===== src/rtl/fetch_unit.sv =====
// Instruction fetch sequencer: issues one memory read at a time, presents the
// returned word to the consumer, and redirects on branch, jump, flush or halt.
module fetch_unit #(
  parameter int ADDR_WIDTH   = 32,
  parameter int DATA_WIDTH   = 32,
  parameter int OFFSET_WIDTH = 16,
  parameter logic [ADDR_WIDTH-1:0] RESET_PC = '0,
  parameter int MEM_LATENCY  = 1
) (
  input  logic                    clock,
  input  logic                    reset,
  input  logic                    start,
  output logic [ADDR_WIDTH-1:0]   imem_addr,
  output logic                    imem_rd,
  input  logic [DATA_WIDTH-1:0]   imem_data,
  output logic [DATA_WIDTH-1:0]   instr,
  output logic [ADDR_WIDTH-1:0]   instr_pc,
  output logic                    instr_valid,
  input  logic                    instr_ready,
  input  logic                    branch_taken,
  input  logic [OFFSET_WIDTH-1:0] branch_offset,
  input  logic                    jump,
  input  logic [ADDR_WIDTH-1:0]   jump_target,
  input  logic                    halt,
  input  logic                    flush,
  input  logic [ADDR_WIDTH-1:0]   flush_target,
  output logic                    halted,
  output logic [31:0]             fetch_count
);

  typedef enum logic [2:0] {
    S_IDLE,
    S_REQ,
    S_WAIT,
    S_VALID,
    S_HALTED
  } state_e;

  state_e                  state_q;
  logic [ADDR_WIDTH-1:0]   pc_q;
  logic                    imem_rd_q;
  logic [DATA_WIDTH-1:0]   instr_q;
  logic [ADDR_WIDTH-1:0]   instr_pc_q;
  logic                    instr_valid_q;
  logic                    halted_q;
  logic [31:0]             fetch_count_q;
  logic [3:0]              lat_cnt_q;

  logic [ADDR_WIDTH-1:0]   seq_pc;
  logic [ADDR_WIDTH-1:0]   branch_pc;
  logic [ADDR_WIDTH-1:0]   redirect_pc_d;
  logic                    flush_ok;

  // The size cast of a signed operand sign-extends (or wraps when narrower).
  always_comb begin
    seq_pc        = instr_pc_q + ADDR_WIDTH'(1);
    branch_pc     = seq_pc + ADDR_WIDTH'($signed(branch_offset));
    redirect_pc_d = seq_pc;
    if (jump)              redirect_pc_d = jump_target;
    else if (branch_taken) redirect_pc_d = branch_pc;
  end

  assign flush_ok = flush && (state_q == S_REQ || state_q == S_WAIT || state_q == S_VALID);

  // NOTE: all state uses non-blocking assignments so every register samples
  // pre-edge values regardless of statement order in this block.
  always_ff @(posedge clock) begin
    if (reset) begin
      state_q       <= S_IDLE;
      pc_q          <= RESET_PC;
      imem_rd_q     <= 1'b0;
      instr_q       <= '0;
      instr_pc_q    <= '0;
      instr_valid_q <= 1'b0;
      halted_q      <= 1'b0;
      fetch_count_q <= '0;
      lat_cnt_q     <= '0;
    end else begin
      imem_rd_q <= 1'b0;
      if (flush_ok) begin
        state_q       <= S_REQ;
        pc_q          <= flush_target;
        imem_rd_q     <= 1'b1;
        instr_valid_q <= 1'b0;
      end else begin
        case (state_q)
          S_IDLE: begin
            if (start) begin
              state_q   <= S_REQ;
              pc_q      <= RESET_PC;
              imem_rd_q <= 1'b1;
            end
          end
          S_REQ: begin
            state_q   <= S_WAIT;
            lat_cnt_q <= 4'(MEM_LATENCY);
          end
          S_WAIT: begin
            // Counter reaches 1 in the cycle the response is on imem_data.
            if (lat_cnt_q == 4'd1) begin
              state_q       <= S_VALID;
              instr_q       <= imem_data;
              instr_pc_q    <= pc_q;
              instr_valid_q <= 1'b1;
            end else begin
              lat_cnt_q <= lat_cnt_q - 4'd1;
            end
          end
          S_VALID: begin
            if (instr_ready) begin
              fetch_count_q <= fetch_count_q + 32'd1;
              instr_valid_q <= 1'b0;
              if (halt) begin
                state_q  <= S_HALTED;
                halted_q <= 1'b1;
              end else begin
                state_q   <= S_REQ;
                pc_q      <= redirect_pc_d;
                imem_rd_q <= 1'b1;
              end
            end
          end
          S_HALTED: state_q <= S_HALTED;
          default:  state_q <= S_IDLE;
        endcase
      end
    end
  end

  assign imem_addr   = pc_q;
  assign imem_rd     = imem_rd_q;
  assign instr       = instr_q;
  assign instr_pc    = instr_pc_q;
  assign instr_valid = instr_valid_q;
  assign halted      = halted_q;
  assign fetch_count = fetch_count_q;

endmodule


===== config.mk =====
export PLATFORM = sky130hd
export DESIGN_NAME = fetch_unit
export DESIGN_NICKNAME = d
export VERILOG_FILES = /design/src/rtl/fetch_unit.sv
export SDC_FILE = /design/constraint.sdc
export NUM_CORES = 1
export LEC_CHECK = 0
export ABC_AREA = 1
export CAP_MARGIN = 20
export CORE_ASPECT_RATIO = 0.8
export CORE_UTILIZATION = 50
export DETAILED_ROUTE_END_ITERATION = 8
export PLACE_DENSITY = 0.81
export SKIP_CTS_REPAIR_TIMING = 1
export SYNTH_ARGS = -nofsm -noshare
export SYNTH_HDL_FRONTEND = slang
export SYNTH_SLANG_ARGS = --single-unit

===== constraint.sdc =====
create_clock -name clock -period 3.2 [get_ports clock]
set_input_delay 0.64 -clock clock [delete_from_list [all_inputs] [get_ports clock]]
set_output_delay 0.64 -clock clock [all_outputs]
set_load 0.02 [all_outputs]

==> results.py, run 1 <==
metrics = {
    "yosys": {
        "ys_warn_count": 0,
        "synthTopCellsByArea": "dfxtp_1 28%, nand2_1 16%, nor2_1 10%",
        "synth_cells": 1610,
        "yosysTopAreaCellShare": 0.284,
        "synth-seq-area-share": 0.284,
        "syn_area_um2": 9720,
        "ys_ff_latch": 138,
        "avgSynthCellArea_um2": 6.04,
        "yosysUniqueCellTypes": 46,
        "synth_nets": 1772,
        "yosys.area.top_type": "dfxtp_1",
    },
    "timing": {
        "timing.final.crit_share": 0.960,
        "drv_slew": 0,
        "tightest_slew_ns": 0.773,
        "clock.fmax_ghz": 0.326,
        "skew_ns": 0.0132,
        "rsz0062_at_grt": "yes",
        "slew_headroom": 0.484,
        "fin_setup_tns_ns": 0,
        "finalSetupViolCount": 0,
        "hold_viol_final": 0,
        "final.min_clock_period_ns": 3.07,
    },
    "floorplanning": {
        "die_h_um": 127,
        "core_area_um2": 19000,
        "rows": 45,
        "die-area_um2": 20000,
        "die_x_um": 158,
        "start_util": 0.511,
        "pin_count": 251,
    },
    "setup_path": {
        "crit_required_ns": 3.49,
        "cp-start-kind": "flip-flop",
        "slowest_stage": "ha_1",
        "cp_cell_sequence": "ha_2 > nand3_4 > nor2_4 > buf_4 > xnor2_1 > inv_1 > ha_1 > nand2_1 > nor2_1 > nand2_1 > nand2_1 > nand2_1 > nand2_1 > nand3_1 > nand2_1 > nand2_1 > nand2_1 > nor2_1 > o21ai_1 > a21oi_1",
        "cp.depth": 20,
        "r2r-start": "instr_pc[1]$_SDFFE_PP0P_",
        "critPathTopFamily": "simple AND/OR/NAND/NOR gates",
        "crit_top_cell": "nand2_1",
        "startpoint": "instr_pc[1]$_SDFFE_PP0P_",
        "cp-end-kind": "flip-flop",
        "crit_buf_inv": 2,
        "critPathKind": "reg2reg",
        "worst_ep_arrival_time_ns": 3.36,
        "critPathMaxStageDelay_ns": 0.36,
        "reg2reg_depth": 20,
        "crit_fanout": 4,
    },
    "power_and_ir_drop": {
        "power_frac_comb": 0.371,
        "peakVddDrop_mv": 0.425,
        "swShare": 0.383,
        "p_per_area_nw_per_um2": 472,
        "p_switching_w": 0.00258,
        "clkPwrFrac": 0.310,
        "internal-power_w": 0.00416,
        "p_leak_nw": 6.26,
        "p_seq_frac": 0.319,
    },
    "place": {
        "dp.cells": 2156,
        "portBuffers": 250,
        "place_congestion": 0.954,
        "place_hpwl_um": 28300,
    },
    "global_route": {
        "grt_max_degree": 80,
        "overflow": 0,
        "grt_pass1_wl_um": 56200,
        "first_global_vias": 10819,
        "antenna_found_initial": 1,
        "grt_usage": 0.363,
    },
    "clock_tree": {
        "clk_latency_ns": 0.42,
        "cts_buffer_depth": 2,
        "cts_tree": "yes",
        "clkTransAtPathRegs_ns": 0.07,
        "cts_root_buffer": "clkbuf_16",
        "numCtsBuffers": 17,
        "cts.htree.levels": 4,
        "clock_sinks": 138,
    },
    "worst_hold_path": {
        "hp-class": "reg2reg",
        "hold_start": "instr_valid$_SDFFE_PP0P_",
        "hold_depth": 2,
    },
    "finish": {
        "drive_gt1_frac": 0.150,
        "final_common_cell": "nand2_1",
        "fill_cells": 1609,
        "layoutNonFillerInstCount": 2192,
        "final_cell_mix": "393 x nand2_1, 250 x clkdlybuf4s50_1, 234 x nor2_1, 182 x inv_1, 140 x o21ai_0",
        "nNetsFinal": 2082,
        "syn_to_final_growth_pct": 46.9,
    },
    "run_status": {
        "run_status": "finished clean",
    },
    "detailed_routing": {
        "vias": 11980,
        "first_pass_iters": 6,
        "drtIter0Drc": 1250,
        "routed_via_density": 5.47,
        "wl_um": 37500,
        "wl_per_cell_um": 17.1,
        "drtAntennaViolNets": 0,
        "remaining_drc_errors": 0,
    },
    "job": {
        "maxCapViolCount": 0,
    },
}
[area by class of cell]
type,count,area [µm²],area share
multi-input cells,1216,6500,0.455
flip-flops and latches,138,2790,0.195
clock buffers,18,439,0.0308
well taps,258,323,0.0226
repair buffers,347,3290,0.231
inverters,200,753,0.0527
diodes,1,2.50,0.000175
clock inverters,14,179,0.0125
[per-stage QoR]
step | util | hold slack [ns] | cell area [µm²] | setup slack (ns) | total power (W)
2_1_floorplan | - | 0.453 | 9720 | 0.120 | 0.00345
3_3_place_gp | 0.689 | 0.457 | 13100 | -0.0128 | 0.00450
3_5_place_dp | 0.689 | 0.462 | 13100 | -0.0754 | 0.00454
4_1_cts | 0.721 | 0.472 | 13700 | -0.0694 | 0.00665
5_1_grt | 0.750 | 0.498 | 14300 | -0.0681 | 0.00703
6_report | 0.750 | 0.468 | 14300 | 0.129 | 0.00675
[routing by layer]
layer	wire length, µm	GRT usage	vias up
li1	-	-	5790
met4	1170	0.133	0
met5	0	0	-
met2	16300	0.563	681
met3	3990	0.0847	79
met1	16000	0.488	5430
[power groups by stage]
stage          registers, W  logic, W  clock network [W]
2_1_floorplan       0.00235   0.00111                  0
3_3_place_gp        0.00217   0.00233                  0
3_5_place_dp        0.00217   0.00237                  0
4_1_cts             0.00214   0.00241            0.00210
5_1_grt             0.00217   0.00270            0.00217
6_report            0.00215   0.00250            0.00209
[synthesized netlist by cell type, drive strengths merged]
| master | count |
|---|---|
| a21oi | 99 |
| o21bai | 10 |
| nor2 | 272 |
| a2111oi | 1 |
| nand3 | 75 |
| clkinv | 1 |
| nand3b | 3 |
| nor3 | 33 |
| o2111ai | 5 |
| ha | 41 |
| inv | 199 |
| o21ai | 150 |
| or2 | 6 |
| nor3b | 3 |
| xor2 | 21 |
| o21a | 5 |
| nand4 | 13 |
| fa | 1 |
| buf | 8 |
| a211oi | 1 |
| nand2 | 419 |
| clkbuf | 48 |
| a31oi | 11 |
| a21boi | 1 |
| nor4b | 1 |
| and2 | 3 |
| o22ai | 1 |
| nor4 | 6 |
| a21o | 2 |
| xnor2 | 20 |
| dfxtp | 138 |
| o211ai | 13 |
[worst reg2reg max path, delay by kind of cell, from the launching register on]
| family | cells | cell delay [ns] |
|---|---|---|
| buffers and inverters | 2 | 0.22 |
| and+or+nand+nor | 13 | 1.34 |
| DFF | 1 | 0.35 |
| AOI/OAI and AO/OA | 2 | 0.33 |
| adders and majority gates | 2 | 0.58 |
| xor gates and xnor gates | 1 | 0.13 |
[flip-flops by register name, summed over array words and instances (netlist names)]
register	count
instr_valid	1
instr_pc	32
imem_addr	32
lat_cnt_q	4
halted	1
fetch_count	32
imem_rd	1
state_q	3
instr	32
[worst paths after layout]
| kind | endpoint | slack [ns] |
|---|---|---|
| max | imem_addr[24]$_SDFFE_PP0P_ | 0.13 |
| min | instr_valid$_SDFFE_PP0P_ | 0.47 |
| max reg2reg | imem_addr[24]$_SDFFE_PP0P_ | 0.13 |
| min reg2reg | instr_valid$_SDFFE_PP0P_ | 0.47 |
[cells by family (layout without fill, tap and decap cells)]
group	count (synthesis)	count (layout)	synth area share
compound gates	299	299	0.166
flops	138	138	0.284
simple gates	834	834	0.358
other cells	0	1	0
xor+xnor	41	41	0.0369
fa+ha+maj	42	42	0.0548
buf+inv	256	579	0.0998
No activity file was read; power rests on OpenSTA's default activity.
==> inputs of run 2 (changes only) <==
Settings changed: CTS_CLUSTER_SIZE set to 25, SLEW_MARGIN set to 20.
==> results of run 2 <==
No change in the layout: final DEF, timing and power equal those of run 1.
